File: src/rtl/np_frame_scheduler.sv
// Shares an 8-pixel NeoPixel controller between two requesters via a shadow frame.
// Define NP_SCHED_AUTOREFRESH_EN to resend the frame every REFRESH_PERIOD cycles.
//
// state        | meaning
// IDLE         | waiting for dirty frame or flush with controller ready
// LOAD         | streaming shadow[0..7] into the controller, one pixel per cycle
// GO           | one-cycle send strobe
// WAIT_BUSY    | waiting for controller to drop ready
// WAIT_READY   | waiting for controller to finish the send
// GAP          | enforced idle time between frames
module np_frame_scheduler #(
    parameter int MIN_GAP        = 50000,
    parameter int REFRESH_PERIOD = 2500000
) (
    input  logic        CLOCK_50,
    input  logic        reset_n,
    input  logic        a_req,
    input  logic [2:0]  a_pixel,
    input  logic [23:0] a_rgb,
    output logic        a_ack,
    input  logic        b_req,
    input  logic [2:0]  b_pixel,
    input  logic [23:0] b_rgb,
    output logic        b_ack,
    input  logic        flush,
    output logic [7:0]  np_red,
    output logic [7:0]  np_green,
    output logic [7:0]  np_blue,
    output logic [2:0]  np_pixel,
    output logic        np_load,
    output logic        np_go,
    input  logic        np_ready,
    output logic        busy,
    output logic [15:0] frame_count
);

    localparam int GAP_LOAD = (MIN_GAP < 1) ? 0 : MIN_GAP - 1;
    localparam int GAP_W    = (GAP_LOAD < 1) ? 1 : $clog2(GAP_LOAD + 1);

    typedef enum logic [2:0] {
        S_IDLE,
        S_LOAD,
        S_GO,
        S_WAIT_BUSY,
        S_WAIT_READY,
        S_GAP
    } state_t;

    state_t             state, state_nxt;
    logic [23:0]        shadow [8];
    logic               dirty;
    logic               flush_pending;
    logic               rr_b;
    logic [2:0]         idx;
    logic [GAP_W-1:0]   gap_cnt;
    logic [15:0]        frame_cnt;
    logic               start_frame;
    logic               frame_done;
    logic               grant_ok;
    logic               grant_a;
    logic               grant_b;
    logic [2:0]         wr_pixel;
    logic [23:0]        wr_rgb;
    logic               refresh_hit;

    // Acks are held low while in reset so every output is quiet during reset.
    assign grant_ok = reset_n && (state != S_LOAD);
    assign grant_a  = grant_ok && a_req && (!b_req || !rr_b);
    assign grant_b  = grant_ok && b_req && (!a_req || rr_b);
    assign a_ack    = grant_a;
    assign b_ack    = grant_b;
    assign wr_pixel = grant_a ? a_pixel : b_pixel;
    assign wr_rgb   = grant_a ? a_rgb : b_rgb;

    always_comb begin
        state_nxt   = state;
        start_frame = 1'b0;
        frame_done  = 1'b0;
        case (state)
            S_IDLE: begin
                if (np_ready && (dirty || flush_pending)) begin
                    state_nxt   = S_LOAD;
                    start_frame = 1'b1;
                end
            end
            S_LOAD: begin
                if (idx == 3'd7) state_nxt = S_GO;
            end
            S_GO:         state_nxt = S_WAIT_BUSY;
            S_WAIT_BUSY: begin
                if (!np_ready) state_nxt = S_WAIT_READY;
            end
            S_WAIT_READY: begin
                if (np_ready) begin
                    state_nxt  = S_GAP;
                    frame_done = 1'b1;
                end
            end
            S_GAP: begin
                if (gap_cnt == '0) state_nxt = S_IDLE;
            end
            default:      state_nxt = S_IDLE;
        endcase
    end

    always_comb begin
        np_load     = (state == S_LOAD);
        np_go       = (state == S_GO);
        busy        = (state != S_IDLE);
        np_pixel    = 3'd0;
        np_red      = 8'd0;
        np_green    = 8'd0;
        np_blue     = 8'd0;
        frame_count = frame_cnt;
        if (state == S_LOAD) begin
            np_pixel                   = idx;
            {np_red, np_green, np_blue} = shadow[idx];
        end
    end

    always_ff @(posedge CLOCK_50 or negedge reset_n) begin
        if (!reset_n) begin
            state     <= S_IDLE;
            idx       <= 3'd0;
            gap_cnt   <= '0;
            frame_cnt <= 16'd0;
            rr_b      <= 1'b0;
        end else begin
            state <= state_nxt;
            if (start_frame)
                idx <= 3'd0;
            else if (state == S_LOAD)
                idx <= idx + 3'd1;
            if (frame_done)
                gap_cnt <= GAP_W'(GAP_LOAD);
            else if ((state == S_GAP) && (gap_cnt != '0))
                gap_cnt <= gap_cnt - GAP_W'(1);
            if (frame_done)
                frame_cnt <= frame_cnt + 16'd1;
            if (grant_a)
                rr_b <= 1'b1;
            else if (grant_b)
                rr_b <= 1'b0;
        end
    end

    // A write or flush landing in the IDLE->LOAD cycle wins over the clear,
    // so it is carried into the next frame rather than lost.
    always_ff @(posedge CLOCK_50 or negedge reset_n) begin
        if (!reset_n) begin
            for (int i = 0; i < 8; i++) shadow[i] <= 24'd0;
            dirty         <= 1'b0;
            flush_pending <= 1'b0;
        end else begin
            if (grant_a || grant_b)
                shadow[wr_pixel] <= wr_rgb;
            if (grant_a || grant_b)
                dirty <= 1'b1;
            else if (start_frame)
                dirty <= 1'b0;
            if (flush || refresh_hit)
                flush_pending <= 1'b1;
            else if (start_frame)
                flush_pending <= 1'b0;
        end
    end

`ifdef NP_SCHED_AUTOREFRESH_EN
    localparam int REF_LOAD = (REFRESH_PERIOD < 1) ? 0 : REFRESH_PERIOD - 1;
    localparam int REF_W    = (REF_LOAD < 1) ? 1 : $clog2(REF_LOAD + 1);

    logic [REF_W-1:0] ref_cnt;

    assign refresh_hit = (ref_cnt == '0);

    always_ff @(posedge CLOCK_50 or negedge reset_n) begin
        if (!reset_n)
            ref_cnt <= REF_W'(REF_LOAD);
        else if (start_frame || refresh_hit)
            ref_cnt <= REF_W'(REF_LOAD);
        else
            ref_cnt <= ref_cnt - REF_W'(1);
    end
`else
    localparam int unused_refresh_period = REFRESH_PERIOD;

    assign refresh_hit = 1'b0;
`endif

endmodule

File: config.mk
export PLATFORM = sky130hd
export DESIGN_NAME = np_frame_scheduler
export DESIGN_NICKNAME = d
export VERILOG_FILES = /design/src/rtl/np_frame_scheduler.sv
export SDC_FILE = /design/constraint.sdc
export NUM_CORES = 1
export LEC_CHECK = 0
export CAP_MARGIN = 5
export CORE_ASPECT_RATIO = 1.1
export CORE_MARGIN = 1.5
export CORE_UTILIZATION = 40
export CTS_BUF_LIST = sky130_fd_sc_hd__clkbuf_8
export CTS_CLUSTER_SIZE = 28
export DETAILED_ROUTE_END_ITERATION = 6
export HOLD_SLACK_MARGIN = 0.05
export PLACE_DENSITY = 0.67
export SLEW_MARGIN = 10
export SYNTH_ARGS = -nofsm -noshare
export SYNTH_HDL_FRONTEND = slang
export SYNTH_SLANG_ARGS = --single-unit
File: constraint.sdc
create_clock -name CLOCK_50 -period 2.5 [get_ports CLOCK_50]
set_clock_uncertainty 0.2 [all_clocks]
set_input_delay 0.375 -clock CLOCK_50 [delete_from_list [all_inputs] [get_ports CLOCK_50]]
set_output_delay 0.375 -clock CLOCK_50 [all_outputs]
set_load 0.01 [all_outputs]
# Word level (Yosys, flattened, before mapping)
# Cells that the tools add are included.
[totals] input_bits=60 output_inout_bits=48 elab_cells=91 register_bits=233
[op_classes] eq_ne=12 reduce_logical=25 order_cmp=3 muxes=31 bitwise=2 add_sub_neg=3
[ops] cell="bitwise mux 192 bit" n=1
[ops] cell="2-to-1 mux 24 bit" n=4
[ops] cell="binary-select mux 24 bit (select 3 bit)" n=1
[ops] cell="demux 24 bit (select 3 bit)" n=1
[ops] cell="2-to-1 mux 16 bit" n=2
[ops] cell="2-to-1 mux 3 bit" n=9
[ops] cell="2-to-1 mux 8 bit" n=3
[ops] cell="one-hot mux 3 bit (6 select lines)" n=1
[ops] cell="adder 16 x 1 -> 16 bit, second input constant" n=1
[ops] cell="zero test 16 bit" n=1
[ops] cell="nonzero test 16 bit" n=1
[ops] cell="subtractor 16 x 1 -> 16 bit, second input constant" n=1
[ops] cell="nonzero test 2 bit" n=5
[ops] cell="equality test 3 bit, second input constant" n=3
[ops] cell="2-to-1 mux 1 bit" n=9
[ops] cell=">= comparator 4 bit, second input constant" n=2
[ops] cell="logical AND 1 bit" n=8
[ops] cell="!= test 2 bit, second input constant" n=4
[ops] cell="NOT 3 -> 4 bit" n=2
[ops] cell="equality test 3 x 2 -> 1 bit, second input constant" n=2
[ops] cell="AND reduction 5 bit" n=1
[ops] cell="logical OR 1 bit" n=4
[ops] cell="< comparator 4 x 1 -> 1 bit, second input constant" n=1
[ops] cell="adder 3 x 1 -> 3 bit, second input constant" n=1
[ops] cell="6 further kinds" n=8

# Longest topological paths before layout
# Gate-level depths: netlist of the first run.
[depth] word_depth=11 mapped_depth=6

# Worst setup path after synthesis of the first run
# OpenSTA, ideal clock, no wires.
[synth_timing] kind="register to register" start="reg rr_b" end="reg shadow[10] (netlist bit)" t_arrival_ns=1.929 period_less_slack_ns=2.254 n_path_buf=1 setup_slack_ns=0.246 stages_incl_launch_ff=6 setup_time_ns=0.125 path_cell_list="dfrtp_1 a21boi_4 mux2_2 nor3_2 buf_2 mux2_2"
[synth_via] elab_chain_len=10 elab_cells_between_ends=15 classes_between="order compare (2); mux (5); bitwise (1); reduce/logical (7)"
[synth_rtl] item="from (decl)" line_no="53" text="logic rr_b;"
[synth_rtl] item="from (signal assigned)" line_no="127" text="rr_b <= 1'b0;"
[synth_rtl] item="from (signal assigned)" line_no="141" text="rr_b <= 1'b1;"
[synth_rtl] item="from (signal assigned)" line_no="143" text="rr_b <= 1'b0;"
[synth_rtl] item="zero test 1 bit" line_no="68" text="assign grant_a = grant_ok && a_req && (!b_req || !rr_b);"
[synth_rtl] item="logical OR 1 bit" line_no="68"
[synth_rtl] item="logical AND 1 bit" line_no="68"
[synth_rtl] item="2-to-1 mux 3 bit" line_no="72" text="assign wr_pixel = grant_a ? a_pixel : b_pixel;"
[synth_rtl] item="NOT 3 -> 4 bit (not written as such)" line_no="156" text="shadow[wr_pixel] <= wr_rgb;"
[synth_rtl] item=">= comparator 4 bit (not written as such) or < comparator 4 x 1 -> 1 bit (tied branches)" line_no="156"
[synth_rtl] item="logical AND 1 bit (not written as such)" line_no="156"
[synth_rtl] item="2-to-1 mux 24 bit (not written as such)" line_no="156"
[synth_rtl] item="demux 24 bit (select 3 bit)" line_no="156"
[synth_rtl] item="bitwise mux 192 bit" line_no="156"
[synth_rtl] item="to (signal, indexed assignment)" line_no="156"
[synth_rtl] item="to (decl)" line_no="50" text="logic [23:0] shadow [8];"
# Parallel ways exist; a longest one is shown, timed or not.
# A chain may end at the register's enable or synchronous reset.

# Worst setup path after layout of the first run
[layout_timing] start="reg idx[0]" end="out np_green[7]"
[layout_via] elab_chain_len=5
[layout_rtl] item="from (decl)" line_no="54" text="logic [2:0] idx;"
[layout_rtl] item="from (signal assigned)" line_no="133" text="idx <= idx + 3'd1;"
[layout_rtl] item="NOT 3 -> 4 bit (not written as such)" line_no="117" text="{np_red, np_green, np_blue} = shadow[idx];"
[layout_rtl] item="binary-select mux 24 bit (select 3 bit)" line_no="117"
[layout_rtl] item="2-to-1 mux 24 bit (not written as such) (2 in a row)" line_no="117"
[layout_rtl] item="2-to-1 mux 8 bit" line_no="115" text="if (state == S_LOAD) begin"
[layout_rtl] item="to (decl)" line_no="27" text="output logic [7:0] np_green,"
# No other way between the ends. The select of a mux whose other input is x is not followed.

==> results.py, run 1 <==
metrics = {
    "sta": {
        "clock.fmax_ghz": 0.350,
        "rsz0062_at_grt": "yes",
        "timing.final.crit_period_ns": 2.86,
        "slew_headroom_pct": 43.9,
        "worst_slack_ns": -0.360,
        "setup-violations-final": 24,
        "drv_slew": 0,
        "tightest_slew_ns": 0.842,
        "min_period_over_period_pct": 114,
        "final-hold-violation-count": 0,
    },
    "placement": {
        "portBuffers": 107,
        "place_inst": 1261,
        "place_area_um2": 13200,
        "dpl.hpwl_mm": 15.9,
        "gp_congestion": 0.830,
    },
    "floorplan": {
        "die_h_um": 179,
        "dieArea_um2": 29000,
        "core_area_um2": 27700,
        "row_count": 64,
        "io_pins": 108,
        "die_w_um": 163,
        "start_util_pct": 40.4,
    },
    "drt": {
        "drt-wirelength-per-cell_um": 19.1,
        "ant_nets": 0,
        "vias": 7261,
        "drt-initial-drc-count": 399,
        "wl_mm": 25.9,
        "dr.pass1.iters": 4,
        "route.detailed.drc": 0,
        "vias_per_cell": 5.34,
    },
    "critical_path": {
        "crit_required_ns": 1.92,
        "cp_data_arrival_time_ns": 2.29,
        "setup.worst_path.class": "flip-flop to output port",
        "startpoint_type": "flip-flop",
        "crit_chain": "buf_12 > buf_6 > mux4_2 > mux2i_2 > nor2_1 > buf_2",
        "end_kind": "output port",
        "reg2reg_from": "state[1]$_DFFE_PN0P_",
        "cp_max_fo": 7,
        "reg2reg_to": "shadow[86]$_DFFE_PN0P_",
        "critical_path.max_stage_delay_ns": 0.55,
        "slowest_stage": "dfrtp_4",
        "regToRegSetupSlack_ns": 0.12,
        "reg2reg_depth": 6,
    },
    "synthesis": {
        "synth.area.top_cells": "dfrtp_1 52%, mux2_2 22%, mux4_2 9.6%, mux2i_1 2.6%, nor2_1 1.6%",
        "synth_edf_count": 0,
        "synth_nets": 855,
        "ys_warn_count": 0,
        "synth_simple_gate_area_share_pct": 7.56,
        "synth_largest_area_cell": "dfrtp_1",
        "syn_inst": 791,
        "synthAdderAreaFrac_pct": 0.447,
        "synth.avg_cell_area_um2": 14.2,
        "synth_top_family_by_area": "multiplexers",
        "synth_cell_types": 59,
        "synthFlopType": "dfrtp_1",
        "synthXorXnorAreaFrac_pct": 1.25,
        "async_reset_ff_share_pct": 100,
        "synth.cell_area_um2": 11200,
        "synth.area.mux_share_pct": 34.0,
        "synth-compound-area-share_pct": 2.47,
        "synth.ff_latch_count": 233,
        "seq_area_frac_synth_pct": 52.0,
        "synth_top_area_share_pct": 52.0,
    },
    "cts": {
        "cts_max_level": 2,
        "clkSlewWorstSetupHoldPaths_ns": 0.06,
        "tritoncts": "built",
        "cts-root-buf": "clkbuf_8",
        "worstSkewPairLatency_ns": 0.54,
        "cts_buffers": 39,
        "clk_path_buf_depth": 3,
        "numClockSinks": 233,
    },
    "grt": {
        "grt_pass1_wl_mm": 42.2,
        "overflow": 0,
        "antenna_found_initial": 0,
        "grt_usage_pct": 18.8,
        "grt_max_degree": 155,
        "grt_pass1_vias": 7638,
    },
    "final_layout": {
        "seq_area_um2": 5840,
        "nNetsFinal": 1032,
        "multiInputGateArea_um2": 5250,
        "area.growth.synth_to_final_pct": 27.7,
        "design_area_um2": 14300,
        "fillers": 2392,
        "diodes": 0,
        "drive_above_1_share_pct": 45.6,
        "stdcell_count": 1360,
    },
    "power_and_ir_drop": {
        "powerDensity_nw_per_um2": 816,
        "internal_power_w": 0.00857,
        "clockPowerShare_pct": 28.9,
        "seq_power_share_pct": 49.0,
        "p_sw_w": 0.00310,
        "p_leak_nw": 6.34,
        "ir_drop_mv": 0.466,
        "swShare_pct": 26.5,
        "combPwrFrac_pct": 22.1,
    },
    "run_status": {
        "outcome": "complete, but fails checks",
        "violations": "setup timing",
    },
    "min_path": {
        "hold_path.class": "primary input to asynchronous set/reset pin",
    },
    "run": {
        "max-cap-violations": 0,
    },
}
cell families (layout without fill, tap and decap cells):
logic type / count (synthesis) / after routing
adders and majority gates: 4 / 4
and+or+nand+nor: 148 / 148
DFF: 233 / 233
xor gates and xnor gates: 16 / 16
muxes: 294 / 294
AOI/OAI and AO/OA: 40 / 40
buffers and inverters: 56 / 262
how the worst max path moves through the flow:
stage | start | endpoint | slack [ns] | depth (start not counted)
after CTS | idx[0]$_DFFE_PN0P_ | np_red[6] | -0.45 | 7
after global routing | idx[0]$_DFFE_PN0P_ | np_green[7] | -0.46 | 6
final | idx[0]$_DFFE_PN0P_ | np_green[7] | -0.36 | 6
after global placement | a_req | shadow[65]$_DFFE_PN0P_ | -0.13 | 7
after floorplan | rr_b$_DFFE_PN0P_ | shadow[10]$_DFFE_PN0P_ | 0.25 | 5
after detailed placement | a_req | shadow[87]$_DFFE_PN0P_ | -0.14 | 7
critical path, delay by kind of cell, from the launching register on:
family | cells | cell delay, ns
AND/OR/NAND/NOR | 1 | 0.07
multiplexers | 2 | 0.72
buffers and inverters | 3 | 0.39
flip-flops | 1 | 0.55
per-layer routing:
metal | up-vias | wire length (um) | track usage, %
met2 | 149 | 12800 | 31.3
met5 | - | 0 | 0
met1 | 3771 | 11600 | 25.5
met4 | 0 | 496 | 5.43
met3 | 42 | 957 | 2.86
li1 | 3299 | - | -
cell usage after synthesis, types with 2 or more instances:
cell      count
buf_4         2
or3_1         5
and2_1        3
nand3_1      11
o21ai_0       6
or4_1         4
dfrtp_1     233
mux4_2       48
and4_1        2
o31ai_1       4
o211ai_1      2
xor2_1        4
a211o_1       2
nor3_1        7
a32oi_1       2
a31o_2        2
xnor2_1      12
mux2_2      217
a31oi_1       2
and3_1        2
nand2_1      18
nor4_4        2
nor2b_1       5
nand4_1       8
nand2b_1      4
nor2_1       48
mux2i_1      29
ha_1          4
nor3_2        8
buf_2        22
nor4_1        5
inv_1        11
a21oi_1      12
clkbuf_1     19
buf_1         2
placed cells by master (no fill, tap or decap), types with 12 or more instances in the layout:
| cell | count |
|---|---|
| clkdlybuf4s50_1 | 74 |
| nand2_1 | 18 |
| nor2_1 | 46 |
| dfrtp_1 | 230 |
| buf_2 | 24 |
| mux2_2 | 217 |
| buf_6 | 15 |
| a21oi_1 | 12 |
| clkbuf_8 | 48 |
| mux2i_1 | 25 |
| xnor2_1 | 12 |
| mux4_2 | 48 |
| buf_4 | 29 |
| buf_12 | 27 |
| inv_1 | 28 |
sequential cells by signal, summed over array words and instances, names as in the netlist:
signal         flops
flush_pending      1
rr_b               1
gap_cnt           16
idx                3
shadow           192
frame_count       16
dirty              1
state              3
repair_timing:
| item | in CTS | in global routing |
|---|---|---|
| setup buffers | 19 | 9 |
| resized for setup | 134 | 23 |
| endpoints found under the setup margin | 33 | 29 |
| hold endpoints to repair | 235 | 0 |
| gates cloned | 4 | 0 |
| hold buffers | 2 | 0 |
| pin swaps | 7 | 12 |
area by class of cell:
cell class,instances,area share (%)
flip-flops and latches,233,40.8
multi-input cells,502,36.7
repair buffers,181,13.6
clock buffers,48,4.62
well taps,363,3.17
clock inverters,22,0.839
inverters,11,0.306
stage by stage:
stage                     setup TNS, ns  power, W  hold WS [ns]  util (%)  setup slack (ns)
final                             -7.43    0.0117         0.178      51.7            -0.360
after global routing              -9.62    0.0124         0.209      51.7            -0.463
after CTS                         -9.60    0.0118         0.162      51.4            -0.450
after detailed placement         -22.86   0.00832        0.0357      47.6            -0.142
after global placement           -21.71   0.00819        0.0377      47.6            -0.129
after floorplan                       0   0.00753        -0.121         -             0.246
power by group through the flow:
stage / combinational [W] / clock [W] / sequential [W]
finish: 0.00258 / 0.00337 / 0.00571
detailed placement: 0.00257 / 0 / 0.00576
global route: 0.00281 / 0.00366 / 0.00588
CTS: 0.00261 / 0.00348 / 0.00570
global placement: 0.00249 / 0 / 0.00570
floorplan: 0.00201 / 0 / 0.00552
(Power assumes the default switching activity.)
==> run 2, diff against run 1 <==
- GPL_TIMING_DRIVEN: unset -> 0
==> run 2 against run 1 <==
Compared with the run above:
- the flow still finishes with violations (setup timing)
- combinational power grew 14%
- cell area grew 5.8%
- critical path depth is the same
- clock-buffer cell count grew 5
- setup slack lost 0.014 ns
- worst hold slack gained 0.089 ns
- via count grew 3.4%
- global-route usage grew 1.4 points
- sequential share of layout area shrank 2.2 points
- register-to-register slack lost 0.16 ns
- sequential power is essentially flat
- core utilization grew 3.0 points
- largest cell class unchanged
- largest power group unchanged
==> results.py, run 2 (synthesis results as in run 1) <==
metrics = {
    "critical_path": {
        "startpoint_type": "flip-flop",
        "setup.worst_path.class": "flip-flop to output port",
        "end_kind": "output port",
        "cp_data_arrival_time_ns": 2.30,
        "cp_max_fo": 7,
        "crit_required_ns": 1.92,
    },
    "run_status": {
        "outcome": "complete, but fails checks",
        "violations": "setup timing",
    },
    "sta": {
        "clock.fmax_ghz": 0.348,
        "tightest_slew_ns": 0.694,
        "rsz0062_at_grt": "yes",
        "setup-violations-final": 213,
        "final-hold-violation-count": 0,
        "timing.final.crit_period_ns": 2.87,
        "drv_slew": 0,
        "worst_slack_ns": -0.374,
        "min_period_over_period_pct": 115,
        "slew_headroom_pct": 53.1,
    },
    "floorplan": {
        "die_h_um": 179,
        "dieArea_um2": 29000,
        "core_area_um2": 27700,
        "io_pins": 108,
        "die_w_um": 163,
        "start_util_pct": 40.4,
        "row_count": 64,
    },
    "grt": {
        "met1_usage_pct": 26.3,
        "grt_usage_pct": 20.2,
        "grt_max_degree": 65,
        "antenna_found_initial": 0,
        "grt_pass1_vias": 8007,
        "globalRouteMet3Util_pct": 3.51,
        "grt_use_met2_pct": 34.3,
        "overflow": 0,
        "grt_pass1_wl_mm": 44.9,
        "busiest_layer": "met2",
    },
    "drt": {
        "drt-wirelength-per-cell_um": 20.4,
        "dr.pass1.iters": 4,
        "wl_mm": 28.6,
        "drt-initial-drc-count": 387,
        "vias_per_cell": 5.35,
        "vias": 7510,
        "ant_nets": 0,
        "route.detailed.drc": 0,
    },
    "power_and_ir_drop": {
        "p_leak_nw": 6.90,
        "seq_power_share_pct": 47.3,
        "p_sw_w": 0.00321,
        "p_total_w": 0.0121,
        "clockPowerShare_pct": 28.5,
        "swShare_pct": 26.5,
        "combPwrFrac_pct": 24.2,
        "internal_power_w": 0.00891,
        "ir_drop_mv": 0.407,
        "powerDensity_nw_per_um2": 801,
    },
    "min_path": {
        "hold_path.class": "flip-flop to flip-flop",
    },
    "run": {
        "max-cap-violations": 0,
    },
    "final_layout": {
        "drive_above_1_share_pct": 47.6,
        "largest_register": "shadow",
        "final_cell_mix": "231 x dfrtp_1, 132 x mux2_2, 85 x mux2_4",
        "fillers": 2251,
        "area.growth.synth_to_final_pct": 35.1,
        "seq_area_um2": 5840,
        "mostFrequentLayoutCell": "dfrtp_1",
        "largest_reg_flops": 192,
        "nNetsFinal": 1076,
        "multiInputGateArea_um2": 5580,
        "diodes": 0,
    },
    "cts": {
        "cts_max_level": 2,
        "cts-root-buf": "clkbuf_8",
        "tritoncts": "built",
        "worstSkewPairLatency_ns": 0.54,
        "clk_path_buf_depth": 3,
        "cts_buffers": 40,
        "clkSlewWorstSetupHoldPaths_ns": 0.05,
        "numClockSinks": 233,
    },
    "placement": {
        "dpl.hpwl_mm": 17.1,
        "gp_congestion": 0.793,
        "portBuffers": 107,
        "pre_cts_ws_ns": -1.26,
    },
}
run 2: power by group through the flow:
stage | clock network, W | logic (W) | registers, W
after floorplan | 0 | 0.00201 | 0.00552
final | 0.00346 | 0.00293 | 0.00573
after detailed placement | 0 | 0.00250 | 0.00574
after global placement | 0 | 0.00240 | 0.00570
after global routing | 0.00373 | 0.00315 | 0.00589
after CTS | 0.00351 | 0.00266 | 0.00568
run 2: path summary, 6_finish.rpt:
check | from | to | slack (ns) | cells after the start
hold reg to reg | frame_count[15]$_DFFE_PN0P_ | frame_count[15]$_DFFE_PN0P_ | 0.27 | 1
min in group asynchronous | reset_n | shadow[186]$_DFFE_PN0P_ | 0.54 | 5
max in group asynchronous | reset_n | shadow[39]$_DFFE_PN0P_ | 0.52 | 6
hold / removal | frame_count[15]$_DFFE_PN0P_ | frame_count[15]$_DFFE_PN0P_ | 0.27 | 1
setup / recovery | idx[0]$_DFFE_PN0P_ | np_red[4] | -0.37 | 6
setup reg to reg | state[2]$_DFFE_PN0P_ | shadow[145]$_DFFE_PN0P_ | -0.04 | 9
run 2: what timing repair did:
item | CTS | global route
setup endpoints to repair | 224 | 219
cloned | 4 | 1
pin swaps | 17 | 10
buffers inserted | 50 | 7
resized for setup | 264 | 98
hold endpoints to repair | 130 | 71
hold buffers | 11 | 1
run 2: metrics by stage:
step | area [um2] | TNS, ns | utilization, % | cells | hold WS, ns
after CTS | 14700 | -46.59 | 53.1 | 1397 | 0.263
after global placement | 12700 | -4236.74 | 45.9 | 1261 | 0.260
after floorplan | 11200 | 0 | - | 791 | -0.121
after detailed placement | 12800 | -249.40 | 46.2 | 1263 | 0.149
final | 15100 | -27.21 | 54.6 | 1404 | 0.268
after global routing | 15100 | -36.73 | 54.6 | 1404 | 0.273
run 2: metal layers:
layer,share of wire [%],wire (um),vias to the layer above
met3,3.9,1110,48
met4,2.1,607,0
met1,44,12700,3902
met5,0,0,-
li1,-,-,3386
met2,50,14200,174
run 2: layout make-up:
class | count | share of cell area (%)
flip-flops and latches | 233 | 38.5
multi-input cells | 502 | 36.9
repair buffers | 181 | 13.0
clock buffers | 53 | 4.82
well taps | 363 | 3.00
plain buffers | 43 | 2.93
clock inverters | 18 | 0.545
inverters | 11 | 0.314
run 2: critical path: stages, from the launching register on:
cell,delay (ns)
dfrtp_4,0.57
buf_12,0.17
buf_8,0.10
mux4_2,0.53
mux2i_4,0.18
nor2_1,0.06
buf_2,0.14
